**config.mk**
```make
export PLATFORM = sky130hd
export DESIGN_NAME = bin2bcd_seq
export DESIGN_NICKNAME = d
export VERILOG_FILES = /design/src/rtl/bcd_pkg.sv /design/src/rtl/bcd_digit_adj.sv /design/src/rtl/bin2bcd_seq.sv
export SDC_FILE = /design/constraint.sdc
export NUM_CORES = 1
export LEC_CHECK = 0
export ABC_AREA = 1
export CELL_PAD_IN_SITES_DETAIL_PLACEMENT = 1
export CELL_PAD_IN_SITES_GLOBAL_PLACEMENT = 1
export CORE_MARGIN = 1
export CORE_UTILIZATION = 37
export CTS_CLUSTER_DIAMETER = 120
export DETAILED_ROUTE_END_ITERATION = 10
export MAX_ROUTING_LAYER = met4
export PLACE_DENSITY_LB_ADDON = 0.1
export SYNTH_ARGS = -nofsm -noshare
export SYNTH_HDL_FRONTEND = slang
export SYNTH_SLANG_ARGS = --single-unit
export TNS_END_PERCENT = 50
```
**constraint.sdc**
```tcl
create_clock -name clk -period 1.85 [get_ports clk]
set_clock_uncertainty 0.05 [all_clocks]
set_input_delay 0.2775 -clock clk [delete_from_list [all_inputs] [get_ports clk]]
set_output_delay 0.2775 -clock clk [all_outputs]
set_load 0.02 [all_outputs]
```
**src/rtl/bcd_pkg.sv**
```systemverilog
// Shared BCD definitions used by the converter and the display output stage.
package bcd_pkg;

    localparam int BCD_DIGIT_W = 4;

    localparam logic [BCD_DIGIT_W-1:0] ADJ_THRESHOLD = 4'd5;
    localparam logic [BCD_DIGIT_W-1:0] ADJ_ADD       = 4'd3;

    localparam int DISP_DIGITS = 4;

    typedef enum logic [1:0] {
        IDLE   = 2'd0,
        SHIFT  = 2'd1,
        FINISH = 2'd2
    } bcd_state_t;

    typedef logic [DISP_DIGITS*BCD_DIGIT_W-1:0] bcd_word_t;

endpackage

```
**src/rtl/bcd_digit_adj.sv**
```systemverilog
// Double-dabble correction for one BCD nibble: values of 5 or more get +3
// so that the following left shift carries cleanly into the next digit.
module bcd_digit_adj
    import bcd_pkg::*;
(
    input  logic [BCD_DIGIT_W-1:0] digit_in,
    output logic [BCD_DIGIT_W-1:0] digit_out
);

    // Purely combinational add-3 correction.
    always_comb begin
        digit_out = digit_in;
        if (digit_in >= ADJ_THRESHOLD) begin
            digit_out = digit_in + ADJ_ADD;
        end
    end

endmodule

```
**src/rtl/bin2bcd_seq.sv**
```systemverilog
// Sequential binary-to-BCD converter (iterative shift-add-3 / double dabble)
// with a start/busy/done handshake. The last result is held on bcd_out and
// overflow between conversions so the display stage may sample at any time.
// Optional build macro BCD_SATURATE_EN: out-of-range values show as all 9s
// instead of the low digits (value modulo 10^DIGITS).
module bin2bcd_seq
    import bcd_pkg::*;
#(
    parameter int BIN_W  = 14,
    parameter int DIGITS = 4
)
(
    input  logic                          clk,
    input  logic                          reset,
    input  logic                          start,
    input  logic [BIN_W-1:0]              bin_in,
    output logic                          busy,
    output logic                          done,
    output logic [BCD_DIGIT_W*DIGITS-1:0] bcd_out,
    output logic                          overflow
);

    localparam int SCR_W = BCD_DIGIT_W * (DIGITS + 1);
    localparam int OUT_W = BCD_DIGIT_W * DIGITS;
    localparam int SHF_W = SCR_W + BIN_W;
    localparam int CNT_W = $clog2(BIN_W + 1);

    localparam logic [CNT_W-1:0] CNT_LOAD = CNT_W'(BIN_W);
    localparam logic [CNT_W-1:0] CNT_ONE  = CNT_W'(1);

    bcd_state_t        state_q, state_d;
    logic [BIN_W-1:0]  bin_q, bin_d;
    logic [SCR_W-1:0]  scratch_q, scratch_d;
    logic [SCR_W-1:0]  scratch_adj;
    logic [SHF_W-1:0]  shifted;
    logic [CNT_W-1:0]  cnt_q, cnt_d;
    logic [OUT_W-1:0]  bcd_q, bcd_d;
    logic              ovf_q, ovf_d;
    logic              done_q, done_d;
    logic              ovf_digit_nz;

    // One add-3 corrector per scratch nibble, including the overflow nibble.
    for (genvar g = 0; g < DIGITS + 1; g++) begin : g_adj
        bcd_digit_adj u_adj (
            .digit_in  (scratch_q[g*BCD_DIGIT_W +: BCD_DIGIT_W]),
            .digit_out (scratch_adj[g*BCD_DIGIT_W +: BCD_DIGIT_W])
        );
    end

    assign ovf_digit_nz = |scratch_q[SCR_W-1 -: BCD_DIGIT_W];

    // Next-state logic: capture on start, iterate the shift, publish on FINISH.
    always_comb begin
        state_d   = state_q;
        bin_d     = bin_q;
        scratch_d = scratch_q;
        cnt_d     = cnt_q;
        bcd_d     = bcd_q;
        ovf_d     = ovf_q;
        done_d    = 1'b0;
        shifted   = {scratch_adj, bin_q} << 1;

        case (state_q)
            IDLE: begin
                if (start) begin
                    bin_d     = bin_in;
                    scratch_d = '0;
                    cnt_d     = CNT_LOAD;
                    state_d   = SHIFT;
                end
            end
            SHIFT: begin
                scratch_d = shifted[SHF_W-1 -: SCR_W];
                bin_d     = shifted[BIN_W-1:0];
                cnt_d     = cnt_q - CNT_ONE;
                if (cnt_q == CNT_ONE) begin
                    state_d = FINISH;
                end
            end
            FINISH: begin
                ovf_d  = ovf_digit_nz;
`ifdef BCD_SATURATE_EN
                bcd_d  = ovf_digit_nz ? {DIGITS{4'h9}} : scratch_q[OUT_W-1:0];
`else
                bcd_d  = scratch_q[OUT_W-1:0];
`endif
                done_d  = 1'b1;
                state_d = IDLE;
            end
            default: begin
                state_d = IDLE;
            end
        endcase
    end

    // State and datapath registers; reset aborts any conversion in flight.
    always_ff @(posedge clk or posedge reset) begin
        if (reset) begin
            state_q   <= IDLE;
            bin_q     <= '0;
            scratch_q <= '0;
            cnt_q     <= '0;
            bcd_q     <= '0;
            ovf_q     <= 1'b0;
            done_q    <= 1'b0;
        end else begin
            state_q   <= state_d;
            bin_q     <= bin_d;
            scratch_q <= scratch_d;
            cnt_q     <= cnt_d;
            bcd_q     <= bcd_d;
            ovf_q     <= ovf_d;
            done_q    <= done_d;
        end
    end

    assign busy     = (state_q != IDLE);
    assign done     = done_q;
    assign bcd_out  = bcd_q;
    assign overflow = ovf_q;

endmodule
```
Word-level counts from Yosys, hierarchy flattened
Index checks and enable logic that the tools add are counted.

storage, ports and cells
  register bits = 58
  latch bits = 0
  bits in writable memories = 0
  memory bits (read-only) = 0
  input bits = 17
  output and inout bits = 19
  logic and storage cells = 44
  memories = 0

cells by class
  add/sub/neg operators = 6
  $mul = 0
  divide/modulo/power cells = 0
  $lt $le $gt $ge = 5
  equality and inequality tests = 5
  shift-type cells = 0
  mux-type cells = 15
  bitwise gates (word level) = 0
  reduce and logical (&&, ||, !) cells = 6

operators by type and width
  operator                                              count
  one-hot mux 20 bit (2 select lines)                   1
  one-hot mux 14 bit (2 select lines)                   1
  >= comparator 4 x 3 -> 1 bit (second input constant)  5
  2-to-1 mux 20 bit                                     1
  2-to-1 mux 4 bit                                      5
  adder 4 x 2 -> 4 bit (second input constant)          4
  2-to-1 mux 14 bit                                     1
  one-hot mux 4 bit (2 select lines)                    1
  equality test 4 x 1 -> 1 bit (second input constant)  1
  2-to-1 mux 2 bit                                      2
  inequality test 2 bit (second input constant)         2
  one-hot mux 2 bit (2 select lines)                    1
  AND reduction 2 bit                                   2
  nonzero test 2 bit                                    2
  OR reduction 4 bit                                    1
  subtractor 4 x 1 -> 4 bit (second input constant)     1
  adder 3 x 2 -> 3 bit (second input constant)          1
  2-to-1 mux 3 bit                                      1
  equality test 2 x 1 -> 1 bit (second input constant)  1
  equality test 2 bit (second input constant)           1
  zero test 2 bit                                       1
  2-to-1 mux 1 bit                                      1

Logic depth before layout (Yosys ltp)
Gate-level depths: netlist of run 1.

  word-level depth = 3
  mapped depth = 8
  depth with buffers taken out = 8

Cells and area by module
Synthesis of run 1 repeated with hierarchy kept, for this count alone.

unflattened totals
  cells, all modules = 387
  area total of the unflattened synthesis = 3,046.7 um2

by module, submodules not included
  module         times used  cells an instance  area each (um2)  seq. area each (um2)
  bin2bcd_seq    1           272                2,371.0          1,451.4
  bcd_digit_adj  5           23                 135.1            0.0

Least setup slack after synthesis of run 1
OpenSTA, ideal clock, no wires.

  kind = reg2reg
  start point = register scratch_q[12]
  end point = register scratch_q[13]
  library setup time = 0.117 ns
  arrival time = 1.026 ns
  data required time = 1.683 ns
  path slack = 0.656 ns
  stages on the path, launching flop included = 9
  buffers on the path = 0
  period minus slack after synthesis = 1.194 ns
  path through = dfrtp_1 inv_1 ha_1 inv_1 nand2_1 nand3_1 nand2_1 nand3_1 nand2_1

between the ends
  word-level cells in the longest chain between the ends = 3
  elaborated cells between the ends (all ways) = 4
  those cells by class = 1 x add/sub; 1 x order compare; 2 x mux

ends and longest elaborated chain
  element                                                               RTL line                                  text
  start, declared                                                       bin2bcd_seq.sv:33                         logic [SCR_W-1:0] scratch_q, scratch_d;
  start signal, assigned                                                bin2bcd_seq.sv:109                        scratch_q <= scratch_d;
  adder 4 x 2 -> 4 bit or >= comparator 4 x 3 -> 1 bit (tied branches)  bcd_digit_adj.sv:14, bcd_digit_adj.sv:13
  2-to-1 mux 4 bit *                                                    bcd_digit_adj.sv:13                       if (digit_in >= ADJ_THRESHOLD) begin
  one-hot mux 20 bit (2 select lines) *                                 bin2bcd_seq.sv:63                         case (state_q)

Mark *: on every way between the ends. The rest lies on a longest branch, timed or not.
A chain may end at the register's enable or synchronous reset.

Final worst setup path of run 1
  start point = register bcd_q[11] (netlist: bcd_out[11])
  end point = output bcd_out[11]

RTL lines
  element                 RTL line            text
  start, declared         bin2bcd_seq.sv:37   logic [OUT_W-1:0] bcd_q, bcd_d;
  start signal, assigned  bin2bcd_seq.sv:103  bcd_q <= '0;
  start signal, assigned  bin2bcd_seq.sv:111  bcd_q <= bcd_d;
  end, declared           bin2bcd_seq.sv:19   output logic [BCD_DIGIT_W*DIGITS-1:0] bcd_out,

No word-level cell between the ends.

==> results of run 1 <==
[per-stage QoR]
stage,setup slack (ns),std cells
floorplan,0.0945,343
global placement,0.315,472
detailed placement,0.240,472
CTS,0.192,488
global route,0.154,488
finish,0.214,488
[sequential cells by signal, indices dropped and copies added, names as in the netlist]
register   count
done           1
state_q        2
bcd_out       16
scratch_q     20
overflow       1
cnt_q          4
bin_q         14
[where the power goes]
part	internal (µW)	switching [µW]	leakage, µW
Combinational	1100	1690	0.000862
Clock	867	521	0.000119
Sequential	1850	393	0.000727
Total	3820	2610	0.00171
[synth_stat cells]
cell,n
a21oi_1,1
a31oi_1,1
buf_2,7
buf_4,3
clkbuf_1,1
dfrtp_1,58
ha_1,13
inv_1,35
inv_2,1
nand2_1,97
nand2_2,2
nand3_1,29
nand4_1,10
nor2_1,19
nor2_2,1
nor3_1,1
o211ai_1,1
o21ai_0,50
o21ai_1,8
o21ai_2,1
o21bai_1,2
o22ai_1,1
o2bb2ai_1,1
[logic make-up after synthesis]
group | count (synthesis) | share of synthesized area
fa+ha+maj | 13 | 0.0576
compound gates | 66 | 0.123
flops | 58 | 0.514
simple gates | 159 | 0.236
buf+inv | 47 | 0.0695
[metal layers]
metal  up-vias  track usage
li1       1201            -
met1      1138        0.248
met2        43        0.296
met3        10       0.0360
met4         0       0.0880
met5         -            -
[cell type report]
class	count	area [µm²]	share of cell area
clock buffer	12	165	0.0464
clock inverter	4	72.6	0.0204
inverter	36	135	0.0379
multi-input combinational	238	1180	0.331
sequential	58	1450	0.408
tap	99	124	0.0348
timing repair buffer	41	432	0.121
[how the worst max path moves through the flow]
stage / from / to / depth (start not counted)
6_report: bcd_out[11]$_DFFE_PP0P_ / bcd_out[11] / 1
5_1_grt: bcd_out[11]$_DFFE_PP0P_ / bcd_out[11] / 1
4_1_cts: bcd_out[15]$_DFFE_PP0P_ / bcd_out[15] / 1
3_5_place_dp: start / bin_q[13]$_DFFE_PP0P_ / 6
3_3_place_gp: start / bin_q[6]$_DFFE_PP0P_ / 6
2_1_floorplan: reset / bcd_out[0]$_DFFE_PP0P_ / 1
==> metrics.yaml, run 1 <==
logic_synthesis:
  synthDistinctLibCells: 23
  yosysTopAreaCellShare: 0.514
  ys_warn_count: 0
  synth-seq-cells: 58
  syn_nets: 373
  avgSynthCellArea_um2: 8.24
  yosysSeqAreaShare: 0.514
  yosys-top-cells-area: "dfrtp_1 (51%), nand2_1 (13%), o21ai_0 (8.9%)"
  syn-instance-count: 343
  syn-cell-area_um2: 2830
  synth_top_cell_by_area: "dfrtp_1"
route:
  dr.max_layer_used: "met4"
  met2_length_um: 2810
  vias: 2392
  wl_met1_um: 3320
  drtIter0Drc: 93
  viasPerCell: 4.90
  routed-wl-met3_um: 177
  drt_pass1_iterations: 4
  ant_nets: 0
  remaining_drc_errors: 0
  wl_um: 6400
  wire_per_inst_um: 13.1
power_and_ir_drop:
  p_total_uw: 6430
  cellPowerDensity_nw_per_um2: 1800
  power_leakage_uw: 0.00171
  peakVddDrop_mv: 0.640
clocking:
  numCtsBuffers: 9
  clk_latency_ns: 0.33
  clock_path_buffers: 2
  hold_buffers: 0
  cts_setup_buffers: 0
  ctsHtreeMaxLevel: 3
  cts_sinks: 58
  cts-root-buf: "clkbuf_8"
  clk_pin_slew_ns: 0.07
  cts_resized: 3
  cts_tree: "built"
global_routing:
  grt_pass1_vias: 2390
  grt_overflow: 0
  grt_use_total: 0.193
  antenna_found_initial: 0
  grt_max_degree: 59
  grt_pass1_wl_um: 11300
setup_path:
  start_kind: "register"
  slowest_delay_ns: 0.62
  r2r_end: "bin_q[13]$_DFFE_PP0P_"
  cp.required_ns: 1.52
  crit_slowest_cell: "clkdlybuf4s50_1"
  worstSetupPathType: "reg2out"
  rr_worst_depth: 6
  crit_chain: "clkdlybuf4s50_1"
  crit_path_end_kind: "output pin"
  critPathTopFamily: "buffers and inverters"
  cp_max_fo: 2
  reg2reg_from: "state_q[1]$_DFFE_PP0P_"
  r2r_slack_ns: 0.48
  worstPathArrival_ns: 1.31
  path_buf_inv: 1
finish:
  antennaDiodeCount: 0
  area_growth_pct: 26.0
  layout_commonest_cell: "nand2_1"
  fin_util: 0.486
  final_cell_area_um2: 3560
  finalNetCount: 414
  drive_above_1_share: 0.0771
  final_cell_mix: "nand2_1 (97), dfrtp_1 (57), o21ai_0 (50), inv_1 (34), clkdlybuf4s50_1 (34)"
  nFillCells: 896
sta:
  whs_ns: 0.254
  tightest_slew_ns: 0.343
  slew_violations: 0
  final-setup-viol-count: 0
  max_freq_mhz: 611
  hold_viol: 0
  relSlewSlack: 0.771
  period_needed_ns: 1.64
  min_period_over_period: 0.884
  rsz0062_at_grt: "no"
  final.setup.tns_ns: 0
place:
  dpl.hpwl_um: 4330
  dpl-instance-area_um2: 3320
  globalplace.congestion: 0.822
  numPortBuffers: 35
hold_path:
  hold_path.class: "in2async"
floorplanning:
  fp.coreArea_um2: 7330
  io_pins: 36
  design.die.area_um2: 7990
  rows: 31
  initial_core_util: 0.385
  die_w_um: 89.4
  chipHeight_um: 89.4
job:
  maxCapViolCount: 0
status:
  status: "completed"
Note: power is estimated with default switching activity, not from simulation.
==> run 2: changes to the inputs <==
Settings changed: ABC_CLOCK_PERIOD_IN_PS from default to 1900, CORE_UTILIZATION 37 to 44.
Clock period 1.85 ns to 1.9 ns, I/O delays scaled along.
==> metrics.yaml, run 2 (synthesized netlist as in run 1, its figures left out) <==
status:
  status: "completed"
setup_path:
  worstSetupPathType: "reg2out"
  path_buf_inv: 2
  rr_worst_depth: 4
  worstPathArrival_ns: 1.35
  slowest_delay_ns: 0.46
  cp_max_fo: 6
  cp.required_ns: 1.56
  reg2reg_from: "state_q[1]$_DFFE_PP0P_"
  critPathTopFamily: "flip-flops"
  crit_path_end_kind: "output pin"
  crit_slowest_cell: "dfrtp_1"
  start_kind: "register"
  crit_cells: 3
  startpoint: "state_q[0]$_DFFE_PP0P_"
  crit_chain: "nor2_2 > inv_1 > dlygate4sd2_1"
global_routing:
  grt_overflow: 0
  grt_max_degree: 59
  antenna_found_initial: 0
  grt_pass1_wl_um: 11400
  grt_pass1_vias: 2378
  grt_use_total: 0.235
finish:
  antennaDiodeCount: 0
  largest_reg_flops: 20
  area_growth_pct: 22.1
  top_register: "scratch_q"
  finalNetCount: 415
  drive_above_1_share: 0.0692
  final_cell_mix: "nand2_1 (97), dfrtp_1 (58), o21ai_0 (50), inv_1 (34), clkdlybuf4s50_1 (34)"
  layout_commonest_cell: "nand2_1"
place:
  numPortBuffers: 35
  globalplace.congestion: 0.804
  dpl.hpwl_um: 4550
  preCtsSetupSlack_ns: 0.200
sta:
  relSlewSlack: 0.441
  final-setup-viol-count: 0
  rsz0062_at_grt: "no"
  hold_viol: 0
  layout_setup_ws_ns: 0.212
  slew_violations: 0
  max_freq_mhz: 593
  min_period_over_period: 0.888
  period_needed_ns: 1.69
  tightest_slew_ns: 0.837
  final.setup.tns_ns: 0
route:
  wl_um: 6730
  remaining_drc_errors: 0
  drt_pass1_iterations: 4
  vias: 2458
  wire_per_inst_um: 14.5
  drtIter0Drc: 107
  ant_nets: 0
  viasPerCell: 5.29
clocking:
  numCtsBuffers: 9
  clock_path_buffers: 2
  ctsHtreeMaxLevel: 3
  cts_sinks: 58
  cts-root-buf: "clkbuf_8"
  clk_pin_slew_ns: 0.06
  clk_latency_ns: 0.34
  hold_buffers: 0
  cts_tree: "built"
floorplanning:
  initial_core_util: 0.466
  die_w_um: 82.1
  io_pins: 36
  fp.coreArea_um2: 6060
  rows: 28
  design.die.area_um2: 6750
  chipHeight_um: 82.1
power_and_ir_drop:
  cellPowerDensity_nw_per_um2: 1730
  peakVddDrop_mv: 0.734
  power_leakage_uw: 0.00168
job:
  maxCapViolCount: 0
hold_path:
  hold_path.class: "in2async"
==> run 2: cell count changes in the layout (fill, tap and decap cells not counted), sizes merged <==
cell and change:
clkinv +2, bufinv -2, buf +1, clkinvlp -1, clkbuf +1
==> run 2: layout make-up <==
| cell class | instances | area (µm²) |
|---|---|---|
| fill | 742 | 2610 |
| sequential | 58 | 1450 |
| multi-input combinational | 238 | 1180 |
| tap | 75 | 93.8 |
| inverter | 36 | 135 |
| timing repair buffer | 42 | 427 |
| clock buffer | 13 | 149 |
| clock inverter | 3 | 15.0 |
==> run 2: worst paths after layout <==
check | to | slack (ns)
hold / removal | scratch_q[0]$_DFFE_PP0P_ | 0.27
setup reg to reg | bcd_out[11]$_DFFE_PP0P_ | 0.29
setup / recovery | busy | 0.21
hold reg to reg | bin_q[0]$_DFFE_PP0P_ | 0.43
min in group clk | bin_q[0]$_DFFE_PP0P_ | 0.43
max in group asynchronous | state_q[0]$_DFFE_PP0P_ | 1.26
==> run 2: tightest hold or removal path, delay by kind of cell <==
family	cells	cell delay (ns)
buf+inv	3	0.77
==> run 2: what timing repair did <==
item | CTS | global route
setup buffers | 0 | 0
resized for setup | 2 | 0
endpoints found under the setup margin | 1 | 0
hold endpoints to repair | 0 | 0
==> run 2: layer usage <==
metal	GRT usage	up-vias	wire length, µm
li1	-	1211	-
met1	0.316	1204	3340
met2	0.349	33	3120
met4	0.105	0	128
met5	-	-	0
met3	0.0396	10	141
==> run 2: power by group <==
| group | internal [µW] | switching [µW] |
|---|---|---|
| combinational | 1090 | 1710 |
| sequential | 1800 | 390 |
| clock | 503 | 487 |
| total | 3390 | 2590 |
==> run 2: metrics by stage <==
stage               total power [µW]  area [µm²]  hold slack [ns]  cells   util
floorplan                       4030        2830            0.379    343      -
global route                    6570        3450            0.310    465  0.569
global placement                4870        3290            0.409    449  0.542
finish                          5980        3450            0.274    465  0.569
detailed placement              5010        3290            0.422    449  0.542
CTS                             6050        3450            0.283    465  0.569
